[src/rtl/charmatrix_sequencer.sv]
// charmatrix_sequencer: character byte stream -> per-LED GRB pixel stream.
// Bytes are stored with a colour index in an N-entry text buffer. Each refresh
// tick snapshots the buffer, then streams one 24-bit word per glyph bit.
// Build option: define CHARMATRIX_SCROLL_EN to make stored bytes scroll in from
// the right instead of overwriting through a circular write pointer.
//
// state          | meaning
// S_IDLE         | counters cleared, waiting for a refresh tick
// S_LOAD         | present ROM addresses for the current character
// S_WAIT_READY   | wait for the driver to be idle, then raise px_valid
// S_WAIT_STARTED | wait for the driver to take the pixel, then advance
module charmatrix_sequencer #(
  parameter int NUM_CHARS      = 4,
  parameter int CHAR_W         = 5,
  parameter int CHAR_H         = 7,
  parameter int COLOR_BITS     = 4,
  parameter int REFRESH_CYCLES = 262144
) (
  input  logic                       i_clk,
  input  logic                       i_reset,
  input  logic [7:0]                 i_rx_data,
  input  logic                       i_rx_valid,
  output logic                       o_rx_ready,
  input  logic [COLOR_BITS-1:0]      i_rnd_color,
  output logic [7:0]                 o_char_index,
  input  logic [CHAR_W*CHAR_H-1:0]   i_char_data,
  output logic [COLOR_BITS-1:0]      o_color_index,
  input  logic [23:0]                i_color_data,
  output logic [23:0]                o_px_data,
  output logic                       o_px_valid,
  output logic                       o_px_latch,
  input  logic                       i_px_ready,
  output logic                       o_frame_busy
);

  localparam int GLYPH_BITS = CHAR_W * CHAR_H;
  localparam int NUM_LEDS   = NUM_CHARS * GLYPH_BITS;
  localparam int CW = $clog2(NUM_CHARS);
  localparam int GW = $clog2(GLYPH_BITS);
  localparam int LW = $clog2(NUM_LEDS);
  localparam int RW = $clog2(REFRESH_CYCLES);
  localparam logic [CW-1:0] CHAR_LAST    = CW'(NUM_CHARS - 1);
  localparam logic [GW-1:0] GBIT_LAST    = GW'(GLYPH_BITS - 1);
  localparam logic [LW-1:0] LED_LAST     = LW'(NUM_LEDS - 1);
  localparam logic [RW-1:0] REFRESH_LAST = RW'(REFRESH_CYCLES - 1);
  localparam logic [7:0]    FORM_FEED    = 8'h0C;

  typedef enum logic [1:0] {S_IDLE, S_LOAD, S_WAIT_READY, S_WAIT_STARTED} state_t;

  state_t r_state, w_next;

  logic [7:0]            r_textbuf    [NUM_CHARS];
  logic [COLOR_BITS-1:0] r_colorbuf   [NUM_CHARS];
  logic [7:0]            r_shadow_text[NUM_CHARS];
  logic [COLOR_BITS-1:0] r_shadow_col [NUM_CHARS];
`ifndef CHARMATRIX_SCROLL_EN
  logic [CW-1:0]         r_wp;
`endif
  logic                  r_rx_ready;
  logic [RW-1:0]         r_refresh;
  logic [LW-1:0]         r_led;
  logic [GW-1:0]         r_gbit;
  logic [CW-1:0]         r_ci;
  logic                  r_px_valid;
  logic [7:0]            r_char_index;
  logic [COLOR_BITS-1:0] r_color_index;

  logic w_accept, w_tick, w_snap, w_load, w_set_valid, w_advance, w_clear_cnt;

  assign w_accept = i_rx_valid & r_rx_ready;
  assign w_tick   = (r_refresh == REFRESH_LAST);

  // Ready drops for one cycle after every accepted byte.
  always_ff @(posedge i_clk or posedge i_reset) begin
    if (i_reset) r_rx_ready <= 1'b0;
    else         r_rx_ready <= ~w_accept;
  end

  // Live text/colour buffers: form feed clears, other bytes are stored.
  always_ff @(posedge i_clk or posedge i_reset) begin
    if (i_reset) begin
      for (int i = 0; i < NUM_CHARS; i++) begin
        r_textbuf[i]  <= '0;
        r_colorbuf[i] <= '0;
      end
`ifndef CHARMATRIX_SCROLL_EN
      r_wp <= '0;
`endif
    end else if (w_accept) begin
      if (i_rx_data == FORM_FEED) begin
        for (int i = 0; i < NUM_CHARS; i++) begin
          r_textbuf[i]  <= '0;
          r_colorbuf[i] <= '0;
        end
`ifndef CHARMATRIX_SCROLL_EN
        r_wp <= '0;
`endif
      end else begin
`ifdef CHARMATRIX_SCROLL_EN
        for (int i = 0; i < NUM_CHARS - 1; i++) begin
          r_textbuf[i]  <= r_textbuf[i+1];
          r_colorbuf[i] <= r_colorbuf[i+1];
        end
        r_textbuf[NUM_CHARS-1]  <= i_rx_data;
        r_colorbuf[NUM_CHARS-1] <= i_rnd_color;
`else
        r_textbuf[r_wp]  <= i_rx_data;
        r_colorbuf[r_wp] <= i_rnd_color;
        r_wp <= (r_wp == CHAR_LAST) ? '0 : r_wp + CW'(1);
`endif
      end
    end
  end

  // Free-running refresh counter; ticks are not stalled by a busy frame.
  always_ff @(posedge i_clk or posedge i_reset) begin
    if (i_reset) r_refresh <= '0;
    else         r_refresh <= w_tick ? '0 : r_refresh + RW'(1);
  end

  // Snapshot so RX writes during a frame never disturb it.
  always_ff @(posedge i_clk or posedge i_reset) begin
    if (i_reset) begin
      for (int i = 0; i < NUM_CHARS; i++) begin
        r_shadow_text[i] <= '0;
        r_shadow_col[i]  <= '0;
      end
    end else if (w_snap) begin
      for (int i = 0; i < NUM_CHARS; i++) begin
        r_shadow_text[i] <= r_textbuf[i];
        r_shadow_col[i]  <= r_colorbuf[i];
      end
    end
  end

  // FSM state register.
  always_ff @(posedge i_clk or posedge i_reset) begin
    if (i_reset) r_state <= S_IDLE;
    else         r_state <= w_next;
  end

  // Next-state and datapath strobes.
  always_comb begin
    w_next      = r_state;
    w_snap      = 1'b0;
    w_load      = 1'b0;
    w_set_valid = 1'b0;
    w_advance   = 1'b0;
    w_clear_cnt = 1'b0;
    case (r_state)
      S_IDLE: begin
        w_clear_cnt = 1'b1;
        if (w_tick) begin
          w_snap = 1'b1;
          w_next = S_LOAD;
        end
      end
      S_LOAD: begin
        w_load = 1'b1;
        w_next = S_WAIT_READY;
      end
      S_WAIT_READY: begin
        if (i_px_ready) begin
          w_set_valid = 1'b1;
          w_next      = S_WAIT_STARTED;
        end
      end
      S_WAIT_STARTED: begin
        if (!i_px_ready) begin
          w_advance = 1'b1;
          w_next    = (r_led == LED_LAST) ? S_IDLE : S_LOAD;
        end
      end
      default: w_next = S_IDLE;
    endcase
  end

  // LED, glyph-bit and character counters.
  always_ff @(posedge i_clk or posedge i_reset) begin
    if (i_reset) begin
      r_led  <= '0;
      r_gbit <= '0;
      r_ci   <= '0;
    end else if (w_clear_cnt) begin
      r_led  <= '0;
      r_gbit <= '0;
      r_ci   <= '0;
    end else if (w_advance) begin
      r_led <= r_led + LW'(1);
      if (r_gbit == GBIT_LAST) begin
        r_gbit <= '0;
        r_ci   <= (r_ci == CHAR_LAST) ? '0 : r_ci + CW'(1);
      end else begin
        r_gbit <= r_gbit + GW'(1);
      end
    end
  end

  // ROM addresses and pixel request handshake.
  always_ff @(posedge i_clk or posedge i_reset) begin
    if (i_reset) begin
      r_char_index  <= '0;
      r_color_index <= '0;
      r_px_valid    <= 1'b0;
    end else begin
      if (w_load) begin
        r_char_index  <= r_shadow_text[r_ci];
        r_color_index <= r_shadow_col[r_ci];
      end
      if (w_set_valid)    r_px_valid <= 1'b1;
      else if (w_advance) r_px_valid <= 1'b0;
    end
  end

  assign o_rx_ready    = r_rx_ready;
  assign o_char_index  = r_char_index;
  assign o_color_index = r_color_index;
  assign o_px_valid    = r_px_valid;
  assign o_px_data     = i_char_data[r_gbit] ? i_color_data : 24'h0;
  assign o_px_latch    = (r_led == LED_LAST);
  assign o_frame_busy  = (r_state != S_IDLE);

endmodule

[config.mk]
export PLATFORM = sky130hd
export DESIGN_NAME = charmatrix_sequencer
export DESIGN_NICKNAME = d
export VERILOG_FILES = /design/src/rtl/charmatrix_sequencer.sv
export SDC_FILE = /design/constraint.sdc
export NUM_CORES = 1
export LEC_CHECK = 0
export ABC_AREA = 0
export CORE_MARGIN = 2
export CORE_UTILIZATION = 50
export CTS_BUF_LIST = sky130_fd_sc_hd__clkbuf_4
export DETAILED_ROUTE_END_ITERATION = 16
export PLACE_DENSITY = 0.9
export SETUP_SLACK_MARGIN = 0.15
export SYNTH_ARGS = -nofsm -noshare
export SYNTH_HDL_FRONTEND = slang
export SYNTH_SLANG_ARGS = --single-unit
[constraint.sdc]
create_clock -name i_clk -period 4.2 [get_ports i_clk]
set_input_delay 0.42 -clock i_clk [delete_from_list [all_inputs] [get_ports i_clk]]
set_output_delay 0.42 -clock i_clk [all_outputs]
set_load 0.03 [all_outputs]
Yosys cells after proc, flatten, opt, wreduce, memory -nomap -nowiden
Cells that the tools add are included.
- bits in registers: 148
- input port bits: 75
- output and inout port bits: 40
- logic and storage cells: 103
- $add $sub $neg: 5
- $lt $le $gt $ge: 4
- eq/ne operators: 12
- muxes and demuxes: 44
- bitwise gates (word level): 4
- reductions and logical operators: 8
- operator list (kind ; number):
    $mux W8 ; 5
    $bwmux W32 ; 1
    $mux W32 ; 1
    $mux W24 ; 1
    $add A18 B1 Y18 const B ; 1
    $eq A18 B18 Y1 const B ; 1
    $mux W18 ; 1
    $mux W2 ; 9
    $mux W6 ; 3
    $bmux W8 S2 ; 1
    $bwmux W16 ; 1
    $demux W8 S2 ; 1
    $mux W16 ; 1
    $mux W1 ; 12
    $mux W4 ; 3
    $add A8 B1 Y8 const B ; 1
    $bmux W4 S2 ; 1
    $demux W4 S2 ; 1
    $eq A2 B2 Y1 const B ; 4
    $eq A8 B4 Y1 const B ; 1
    $eq A8 B8 Y1 const B ; 1
    $pmux W2 S4 ; 1
    $reduce_bool A2 Y1 ; 4
    $lt A6 B7 Y1 const B ; 1
    other kinds (15) ; 20

Logic depth before layout (Yosys ltp)
Gate-level depths: netlist of the first run.
- word-level depth: 7
- mapped depth: 9
- gate-level depth less buffers: 6

Worst setup path after synthesis of the first run
No wires, ideal clock.
- path kind: reg2out
- from: register r_gbit[0]
- to: output port o_px_data[10]
- arrival time: 2.091 ns
- required time: 3.780 ns
- path slack: 1.689 ns
- stages on the path, launching flop included: 9
- path buffers: 3
- cell sequence: dfrtp_1 buf_6 buf_12 mux2i_1 a21o_1 o221a_2 o41ai_4 buf_6 and2_1
- cells in the longest elaborated chain, start to end: 3
- RTL lines (element ; line ; source):
    start, declared ; 62 ; logic [GW-1:0] r_gbit;
    start signal, assigned ; 194 ; r_gbit <= r_gbit + GW'(1);
    $bmux W1 S6 ; 219 ; assign o_px_data = i_char_data[r_gbit] ? i_color_data : 24'h0;
    $mux W1 (not written as such) ; 219 ;
    $mux W24 ; 219 ;
    end, declared ; 29 ; output logic [23:0] o_px_data,
Every way passes these cells. The select of a mux whose other input is x is not followed.

Worst setup path after layout of the first run
- from: register r_gbit[0]
- to: output port o_px_data[15]
The elaborated chain is that of the path after synthesis.

==> results of run 1 <==
[sequential cells by signal (all words and copies together) (netlist names)]
signal and count:
o_rx_ready 1, r_wp 2, r_refresh 18, r_led 8, r_shadow_text 32, r_shadow_col 16, r_ci 2, r_gbit 6
o_px_valid 1, o_color_index 4, o_char_index 8, r_textbuf 32, r_state 2, r_colorbuf 16
[cells in the final DEF, fill, tap and decap left out, drive strengths merged, types with 4 or more instances in the layout]
cell type,netlist,routed
clkbuf,13,20
nor2,33,33
ha,14,14
clkinv,0,5
inv,13,13
clkdlybuf4s50,0,114
o21ai,13,13
a21oi,12,12
clkinvlp,0,4
and2,31,31
xor2,9,9
nand2,21,21
mux2,62,62
mux4,17,17
nand4,8,8
xnor2,11,11
mux2i,7,7
and3,8,8
a22o,48,48
a22oi,4,4
nand3,11,11
dfrtp,148,148
[power by group through the flow]
stage               Combinational [mW]  Clock, mW  Sequential, mW
global route                      1.26       1.01            1.91
global placement                  1.09          0            1.87
floorplan                        0.844          0            1.82
detailed placement                1.14          0            1.90
finish                            1.16      0.932            1.87
CTS                               1.16      0.956            1.87
[final cells by class]
cell class	instances	area [um2]	share of cell area, %
clock buffers	20	150	1.79
clock inverters	12	156	1.86
inverters	13	52.6	0.626
multi-input cells	338	2930	34.9
flip-flops and latches	148	3700	44.2
well taps	176	220	2.62
repair buffers	117	1180	14.0
[worst paths after layout]
| path | startpoint | end | slack [ns] | depth (start not counted) |
|---|---|---|---|---|
| max reg2reg | r_state[0]$_DFFE_PP0P_ | r_shadow_col[2]$_DFFE_PP0P_ | 1.89 | 5 |
| min reg2reg | r_refresh[16]$_DFF_PP0_ | r_refresh[16]$_DFF_PP0_ | 0.47 | 1 |
| max in group asynchronous | i_reset | r_textbuf[0]$_DFFE_PP0P_ | 2.78 | 3 |
| min in group i_clk | r_refresh[16]$_DFF_PP0_ | r_refresh[16]$_DFF_PP0_ | 0.47 | 1 |
| min | i_reset | r_refresh[11]$_DFF_PP0_ | 0.40 | 2 |
| max | r_gbit[0]$_DFFE_PP0P_ | o_px_data[15] | 0.33 | 6 |
[cell families after synthesis]
logic type               after synthesis  share of synthesized area [%]
AO/OA/AOI/OAI                         87                           10.3
buffers and inverters                 42                           3.08
flip-flops                           148                           54.3
XOR/XNOR                              20                           2.57
adder cells (fa/ha/maj)               14                           2.57
multiplexers                          86                           17.0
AND/OR/NAND/NOR                      130                           10.2
[layer usage]
| layer | up-vias | track usage, % | wire length, um | part of all wire [%] |
|---|---|---|---|---|
| met5 | - | 0 | 0 | 0 |
| met4 | 0 | 5.31 | 155 | 1.0 |
| met3 | 20 | 6.42 | 954 | 6.2 |
| met2 | 166 | 38.0 | 7970 | 52 |
| met1 | 2360 | 27.4 | 6280 | 41 |
| li1 | 2135 | - | - | - |
[what timing repair did]
| item | 4_1_cts | 5_1_grt |
|---|---|---|
| pin swaps | 1 | 0 |
| gates resized for setup | 1 | 1 |
| buffers inserted | 0 | 0 |
| setup endpoints to repair | 24 | 12 |
| gates cloned | 1 | 0 |
[critical path, cell delays in order, from the launching register on]
cell	delay [ns]
dfrtp_2	0.63
mux4_2	0.55
nor2b_1	0.17
a2111oi_4	0.52
o41ai_4	0.22
and2_1	0.23
clkdlybuf4s50_1	0.60
[through the flow]
| stage | utilization [%] | cell area (um2) |
|---|---|---|
| 4_1_cts | 63.0 | 8380 |
| 3_5_place_dp | 60.6 | 8050 |
| 6_report | 63.1 | 8390 |
| 5_1_grt | 63.1 | 8390 |
| 2_1_floorplan | - | 6820 |
| 3_3_place_gp | 60.6 | 8050 |
==> run summary, run 1 <==
The flow ran to the end, and the final reports show no timing, DRC or antenna violations. The design draws 3.97 mW. The power density over the cells is approximately 470 nW/um2. The area of the placeable core came out at 13300 um2. The biggest area contributor in the post-synthesis netlist is dfrtp_1. The fraction of final layout cells sized beyond drive strength 1 is 18.4%. The area growth from synthesis to final layout came out at 23.1%.

The number of H-tree branching levels came out at 4. The routed wire length per instance came out at 18.6 um. The worst setup path is captured at an output port.

The remaining antenna violation count after routing is 0. The die span in y is 121 um. The clock period minus worst slack is 3.87 ns. Counting tap cells, the placed design contains a total of 791 instances.

The clock net in this run drives a total of 148 sinks. The largest clock skew in the final design is 0.0193 ns. Setup repair after global routing left no endpoint under its margin. The synthesized instance count is roughly 530. The tool flagged a number of max-cap violations equal to 0. The overall overflow remaining after global route is 0.

The die span in x came out at 121 um. The start-to-end type of the worst setup path is flip-flop to output port. The worst hold slack came out at 0.400 ns.

The normalized max-slew margin is 20.6%. The number of I/O pins is 115. The highest net fanout along the worst path came out at 16. The final setup TNS is 0 ns. The least setup slack across all paths after layout is 0.331 ns. The via count came out at 4681. The static leakage power is 3.79 nW. In this run the mean area of a mapped cell was 12.9 um2. The portion of the post-synthesis area used by sequential elements came out at 54.3%. The final weighted congestion in routability-driven placement is about 0.84.

The switching share of power is 32.3%. The power dissipated by switching net loads came out at 1.28 mW. In the synthesized netlist the dominant register cell turns out to be dfrtp_1.

The number of input and output port buffers inserted is 114. The first global-routing pass estimated 25000 um of wire. In this run the core area contains 42 standard-cell rows. Buffers inserted during clock tree synthesis total 17. 0 antenna diodes ended up in the layout. Setup violations remaining at the end of the flow were counted as 0.

The pin count of the biggest net entering global routing is 110. The relative contribution of the clock network to total power came out at about a quarter. The pre-CTS worst setup slack is 0.442 ns. The hold-fix buffer count after cts is 0.

The relative contribution of sequential cells to total power is between 40% and 50%. The DRC violation count after routing is 0. The total length of routed wires is 15400 um.

The nature of the critical path startpoint is a flip-flop. In the synthesized netlist, the cells that appear most often are 148 x dfrtp_1, 62 x mux2_2, 48 x a22o_1, 33 x nor2_1, 31 x and2_1. The clock transition at the registers of the reported paths is 0.12 ns. The final count of hold timing violations came out at 0. The distinct cell type count of the synthesized netlist came out at 43. dfrtp_1 is the most common cell in the netlist.

The clock tree from TritonCTS is yes. For the pin with the worst max-slew slack, the measured transition is 1.18 ns. Yosys attributes the largest share of cell area to dfrtp_1 54%, mux2_2 10%, a22o_1 6.2%, mux4_2 5.0%, and2_1 2.8%. The tree is rooted in a clkbuf_4. In the synthesized netlist the async set-or-reset flop fraction comes to 100%. The portion of synthesized cell area occupied by the leading cell type is 54.3%.

The total half-perimeter wirelength after legalization and detailed placement came out at 10400 um. The via count of the first global-routing pass was between 4000 and 5000. The final-report max-slew violation count came to 0. The synthesis warning total is 0. The number of nets in the layout came out at approximately 720. The overall routing resource usage is between 20 and 25%.

IR analysis of the VDD net gives a maximum drop of 0.337 mV. The combinational cell fraction of total power is 29.3%. The number of enable-type register cells in the synthesized netlist is 0. The clock insertion delay at the later pin of the skew report is ~0.53 ns. No sink is reached through more buffers than the 2 on the longest clock path. The initial DRC count is 283. When the netlist entered floorplanning its net count stood at 616. The starting density of the core came out at 51.3%.

The via count normalized by instance count came out at between 5 and 6. Before antenna repair, the detailed router went through 4 iterations. The total standard cell area after synthesis came out at between 6000 and 7000 um2. The total internal power came out at 2.68 mW.

In this run, synthesis produced a sequential element count of 148. The non-filler instance count after layout is 824. The number of antenna violations at the first check in global routing is 0. Counting the fill cells in the layout gives 961.

The arrival time at the worst endpoint came out at 3.45 ns. STA puts the critical path data required time at between 3 and 4 ns. The share of the clock period used by the worst path is 92.1%. The maximum operating frequency came out at 258 MHz. The type of the tightest min-delay check is primary input to asynchronous set/reset pin.

The die area is 14600 um2.
No activity file was read; power rests on OpenSTA's default activity.
==> inputs of run 2 (changes only) <==
Settings changed: CELL_PAD_IN_SITES_DETAIL_PLACEMENT set to 0, CELL_PAD_IN_SITES_GLOBAL_PLACEMENT set to 1, CORE_UTILIZATION 50 to 40, PLACE_DENSITY 0.9 to 0.89.
==> run 2 against run 1 <==
- worst setup slack improved by 0.060 ns
- clock power is 8.2% lower
- global-route usage is 4.8 points lower
- final cell count grew 5.2%
- worst hold slack gained 0.011 ns
- critical path depth stayed put
- total power fell by 2.4%
- via count shrank 2.0%
- register-to-register slack got worse by 0.03 ns
- largest power group unchanged
==> run summary, run 2 (synthesized netlist as in run 1, its figures left out) <==
The first-pass iteration count of the detailed router is 4. The worst hold slack came out at 0.411 ns. Based on the critical path, the design can be clocked at up to around 260 MHz. The clock insertion delay at the later pin of the skew report is ~0.53 ns. The arrival time at the worst endpoint is 3.39 ns.

The power density over the cells came out at 461 nW/um2. The clock transition at the registers of the reported paths came out at 0.12 ns. The final-layout fill cell count came out at 1416.

The transition time at the pin with the least slew margin came out at 1.29 ns. The combinational cell fraction of total power came out at 29.6%. The number of buffers created by CTS is 17. The relative contribution of the clock network to total power is 22.1%. The number of antenna diodes in the final layout is 0.

Summed over all failing endpoints, the final setup total negative slack is 0 ns. The initial DRC count is 372. The largest clock skew in the final design came out at 0.0180 ns. Across the VDD grid, the largest voltage drop is 0.295 mV. Leaving out fill and tap cells, the most frequent cells in the layout are 147 x dfrtp_1, 114 x clkdlybuf4s50_1, 62 x mux2_2. The worst setup path is captured at an output port.

The routed layout has between 4000 and 5000 vias. The DRC violation count after routing came out at 0. The layer flagged by global routing as most heavily used is met2. The normalized max-slew margin came out at 13.4%.

The number of I/O pins came out at roughly 120. The clock period minus worst slack came out at roughly 3.8 ns. The number of nets in the layout came out at a little over 700. The starting density of the core came out at 41.0%. Of the total power, the share spent switching nets is 32.8%. The number of core rows came out at 47. The clock tree from TritonCTS is yes. Across the run, the number of max-cap violations was 0. The total power draw is 3.87 mW. The number of H-tree branching levels came out at 4. By startpoint and endpoint, the worst setup path is classified as flip-flop to output port.

At the end of the flow the core is filled with cells to between 50 and 60%. The total internal power is between 2 and 3 mW. The met1 demand-to-capacity share in global routing came out at 23.1%. Clock tree synthesis selected as its root buffer the cell clkbuf_4. The final count of negative-setup-slack endpoints is 0. The flow ran to the end, and the final reports show no timing, DRC or antenna violations. The multi-input combinational cell area is roughly 3000 um2. The number of sinks handled by clock tree synthesis came out at about 150. Global routing used 28.5% of the available met2 tracks.

The overall overflow remaining after global route came out at 0. The share of the clock period used by the worst path is 90.7%. The via count normalized by instance count is 5.29. The routed wire length per instance is 17.6 um. The area growth from synthesis to final layout came out at 23.3%. Once detail routing completed, the nets flagged for antenna violations numbered 0. The floorplan step set the die width to 135 um. The number of buffers added for setup after CTS is 0. The total half-perimeter wirelength after legalization and detailed placement is 10200 um. The post-route netlist has 17.8% of its cells at a drive strength greater than 1.

The die span in y came out at 135 um. The final count of hold timing violations was 0. Registers are responsible for 48.3% of the overall power. The die area came out at around 18000 um2. The nature of the critical path startpoint is a flip-flop. The instance area after placement came out at 8100 um2.

The total length of routed wires came out at around 15000 um. The buffer depth of the longest clock path is 2. Setup repair after global routing left no endpoint under its margin. The first global-routing pass estimated 24700 um of wire.

The met3 track demand over resource came out at a little over 4%. The static leakage power is 3.77 nW. For the worst setup path, the data required time is 3.78 ns.

The post-route cell area came out at 8400 um2. The highest net fanout along the worst path came out at 16. The number of antenna violations at the first check in global routing is 0. The power dissipated by switching net loads came out at 1.27 mW. In the global route stage, overall resource usage came out at between 15 and 20%.

In the final layout, the registers with the most flip-flops are r_shadow_text x32, r_textbuf x32, r_refresh x18. The number of input and output port buffers inserted came out at 114. In this run the worst hold path is classified as primary input to asynchronous set/reset pin. The pin count of the biggest net entering global routing came out at 149. The area taken by flip-flops and latches is approximately 3700 um2.

The final weighted congestion in routability-driven placement came out at between 0.7 and 0.8. The final-report max-slew violation count is 0. The most common library cell in the layout ignoring fill and taps is dfrtp_1. The via count of the first global-routing pass was about 4800. In this run the standard cell core region covers roughly 17000 um2.
[run 2: changes by cell type in the layout (fill, tap and decap cells not counted), moves of 2 or more]
| cell | change |
|---|---|
| clkinv_1 | +3 |
| inv_6 | +2 |
| clkbuf_4 | -2 |
| clkinv_4 | -2 |
[run 2: through the flow]
step / std cells / setup WS, ns
after floorplan: 527 / 1.69
after global placement: 834 / 0.686
after CTS: 866 / 0.200
after detailed placement: 834 / 0.483
after global routing: 867 / 0.220
final: 867 / 0.391
[run 2: routing by layer]
metal  wire [um]  part of all wire (%)
met5           0                     0
met4         152                   1.0
met3         551                   3.6
met2        7720                    51
met1        6830                    45
[run 2: area by class of cell]
cell class	instances	area share [%]
Timing Repair Buffer	116	13.9
Multi-Input combinational cell	338	34.9
Sequential cell	148	44.1
Inverter	13	0.626
Tap cell	220	3.28
Clock buffer	18	1.61
Clock inverter	14	1.61
[run 2: repair_timing]
action	in CTS	in global routing
gates resized for setup	1	1
pin swaps	1	0
endpoints found under the setup margin	24	24
hold buffers	0	0
cloned	0	1
[run 2: worst max-delay path, stage by stage, from the launching register on]
cell	delay (ns)
dfrtp_2	0.64
mux4_2	0.55
nor2b_1	0.17
a2111oi_4	0.49
o41ai_4	0.21
and2_1	0.21
clkdlybuf4s50_1	0.60
[run 2: power by group through the flow]
stage | clock, mW | sequential (mW) | combinational [mW]
2_1_floorplan | 0 | 1.82 | 0.844
3_3_place_gp | 0 | 1.87 | 1.10
3_5_place_dp | 0 | 1.89 | 1.14
4_1_cts | 0.883 | 1.87 | 1.14
5_1_grt | 0.951 | 1.90 | 1.24
6_report | 0.856 | 1.87 | 1.15
[run 2: worst paths after layout]
path | start | cells after the start | slack [ns] | to
worst max-delay path | r_gbit[0]$_DFFE_PP0P_ | 6 | 0.39 | o_px_data[14]
worst min-delay path | i_reset | 3 | 0.41 | r_refresh[10]$_DFF_PP0_
worst max register to register | r_state[0]$_DFFE_PP0P_ | 5 | 1.86 | r_shadow_col[9]$_DFFE_PP0P_
worst min register to register | r_refresh[6]$_DFF_PP0_ | 1 | 0.48 | r_refresh[6]$_DFF_PP0_
max in group asynchronous | i_reset | 3 | 3.15 | o_char_index[6]$_DFFE_PP0N_
min in group i_clk | r_refresh[6]$_DFF_PP0_ | 1 | 0.48 | r_refresh[6]$_DFF_PP0_
==> inputs of run 3 (changes only) <==
Settings changed: CAP_MARGIN set to 15, CORE_UTILIZATION 40 to 45, PLACE_DENSITY 0.89 to 0.94.
Clock period 4.2 ns to 4.35 ns, I/O delays scaled along.
==> run 3 against run 2 <==
- clock skew decreased by 0.0041 ns
- critical path depth unchanged
- sequential cell count unchanged
- clock power decreased by 2.6%
- worst setup slack improved by 0.052 ns
- largest power group unchanged
==> run summary, run 3 (synthesized netlist as in run 1, its figures left out) <==
Along the worst path, the maximum fanout reaches 16. The number of violations of the max-capacitance limit is 0. The worst hold slack is approximately 0.46 ns. Once the floorplan was initialized, standard cells occupied roughly 47% of the core. The pin count of the biggest net entering global routing is roughly 150. The via count normalized by instance count came out at ~5.7. The number of sinks handled by clock tree synthesis came out at 148. The clock root buffer master is clkbuf_4. After detailed routing, the number of remaining DRC violations is 0. The final setup TNS is 0 ns. The number of I/O pins came out at 115. The multi-input combinational cell area is about 2900 um2.

The min-delay analysis places its worst path in the category primary input to asynchronous set/reset pin. The die covers 16100 um2. The share of the clock period used by the worst path is around nine tenths. The largest registers in the layout are r_shadow_text x32, r_textbuf x32, r_refresh x18. Counting the fill cells in the layout gives 1198. The run finished with clean final reports. After detailed routing, the met2 layer carries 8160 um of wire. The number of inserted diodes came out at 0. Leaving out fill and tap cells, the most frequent cells in the layout are 147 x dfrtp_1, 114 x clkdlybuf4s50_1, 62 x mux2_2.

Setup repair after global routing left no endpoint under its margin. The number of cells on the worst reg-to-reg path is 6. The via count came out at 4709. The normalized max-slew margin is about 22%.

The first-pass iteration count of the detailed router is 5. The register-to-register path setup slack came out at 2.02 ns. STA classifies the critical path endpoint as an output port. The worst register-to-register path ends at r_shadow_text[23]$_DFFE_PP0P_. The via count of the first global-routing pass came out at roughly 4800. The relative contribution of sequential cells to total power came out at a little under half.

In this run, the number of DRC markers left after iteration 0 of detailed routing was around 350. STA classifies the critical path startpoint as a flip-flop. For this run, the post-layout net count is 725. The amount of wire on met3 after detailed routing came out at 872 um. The maximum ir drop on the vdd rail is 0.296 mV. The final count of hold timing violations was 0. The number of core rows is 44. Detailed placement ended at an HPWL of 10600 um. The die span in y came out at 127 um. At the pin with the least slew margin, the transition time is 1.16 ns. The setup path with the least slack is of type flip-flop to output port. Global routing finished with a remaining overflow of 0. The largest clock skew in the final design came out at ~0.014 ns. The number of antenna violations at the first check in global routing came out at 0. The overall routing resource usage came out at between 10% and 20%.

The wire length of the first global-routing pass came out at 25200 um. The hold-fix buffer count after cts came out at 0. Measured along the x axis, the die boundary spans 127 um. Counting the buffers created by CTS gives 17. Leaving out fill and tap cells, the most frequent cell in the layout is dfrtp_1. The worst register-to-register path begins at r_refresh[0]$_DFF_PP0_. The total internal power is 2.52 mW. The relative contribution of the clock network to total power came out at 22.1%. The combinational cell fraction of total power is 29.9%. The buffer depth of the longest clock path is 2. The wire length on met1 is 6630 um.

At the end of routability-driven placement, the weighted congestion stood at ~0.81. The number of H-tree branching levels came out at 4. Setup violations remaining at the end of the flow were counted as 0.

The detailed router used layers up to and including met4. Dividing total power by cell area gives a power density of 450 nW/um2. After clock tree synthesis, the clock-pin slew on the worst setup and hold paths is 0.11 ns.

The arrival time at the worst endpoint is approximately 3.5 ns. Timing would allow up to 256 MHz. The fraction of final layout cells sized beyond drive strength 1 came out at 18.0%.

The area of the placeable core came out at 14600 um2. The clock insertion delay at the later pin of the skew report came out at 0.54 ns. The data required time at the worst endpoint is roughly 3.9 ns. The switching share of power is between 30% and 40%. The smallest clock period supported by the final layout is computed as 3.91 ns.

The routed wire length per instance is 19.0 um. The number of input and output port buffers inserted is approximately 110. TritonCTS built the clock tree. The remaining antenna violation count after routing is 0. The power dissipated by switching net loads came out at 1.25 mW. The total length of routed wires is 15800 um. From synthesis to final layout, the design area changed by 22.8%. The final-report max-slew violation count came to 0. The static leakage power came out at 3.79 nW. The area taken by flip-flops and latches is 3700 um2.
## run 3: cell types whose count changed in the layout (fill, tap and decap cells not counted)
| cell | delta |
|---|---|
| buf_4 | +2 |
| clkinv_2 | +1 |
| clkinv_4 | +2 |
| clkinvlp_4 | -2 |
| inv_6 | -2 |
| inv_8 | +1 |
## run 3: timing repair
| item | CTS | global route |
|---|---|---|
| cloned | 0 | 1 |
| pin swaps | 0 | 1 |
| setup endpoints to repair | 24 | 24 |
| gates resized for setup | 1 | 1 |
| buffers inserted | 0 | 0 |
## run 3: through the flow
stage / setup slack (ns) / cells / power, mW / util (%) / cell area, um2
4_1_cts: 0.253 / 831 / 3.78 / 56.9 / 8340
2_1_floorplan: 1.82 / 527 / 2.57 / - / 6820
3_5_place_dp: 0.614 / 799 / 2.95 / 55.1 / 8060
3_3_place_gp: 0.771 / 799 / 2.87 / 55.1 / 8060
6_report: 0.443 / 833 / 3.77 / 57.2 / 8370
5_1_grt: 0.239 / 833 / 3.99 / 57.2 / 8370
## run 3: power by group through the flow
stage / Combinational (mW) / Sequential [mW] / Clock (mW)
finish: 1.13 / 1.81 / 0.834
CTS: 1.12 / 1.81 / 0.851
global placement: 1.06 / 1.81 / 0
floorplan: 0.815 / 1.75 / 0
detailed placement: 1.11 / 1.83 / 0
global route: 1.23 / 1.84 / 0.919
## run 3: worst max path at each step
stage | start | cells past startpoint | to | slack [ns]
after floorplan | r_gbit[0]$_DFFE_PP0P_ | 8 | o_px_data[10] | 1.82
after global placement | i_char_data[27] | 7 | o_px_data[15] | 0.77
after detailed placement | r_gbit[0]$_DFFE_PP0P_ | 6 | o_px_data[11] | 0.61
after CTS | r_gbit[0]$_DFFE_PP0P_ | 6 | o_px_data[11] | 0.25
after global routing | r_gbit[0]$_DFFE_PP0P_ | 6 | o_px_data[11] | 0.24
final | r_gbit[0]$_DFFE_PP0P_ | 6 | o_px_data[11] | 0.44
## run 3: layout make-up
type,instances,share of cell area (%)
repair buffers,118,14.1
multi-input cells,338,35.0
clock buffers,18,1.61
inverters,13,0.628
well taps,184,2.75
clock inverters,14,1.63
flip-flops and latches,148,44.3
## run 3: worst max-delay path, stage by stage (launching register included)
cell and delay (ns):
dfrtp_2 0.62, mux4_2 0.55, nor2b_1 0.17, a2111oi_4 0.54, o41ai_4 0.23, and2_1 0.23
clkdlybuf4s50_1 0.60
## run 3: layer usage
| metal | GRT usage, % | vias up |
|---|---|---|
| met5 | 0 | - |
| met1 | 25.5 | 2411 |
| li1 | - | 2142 |
| met4 | 4.52 | 0 |
| met2 | 34.7 | 141 |
| met3 | 5.03 | 15 |
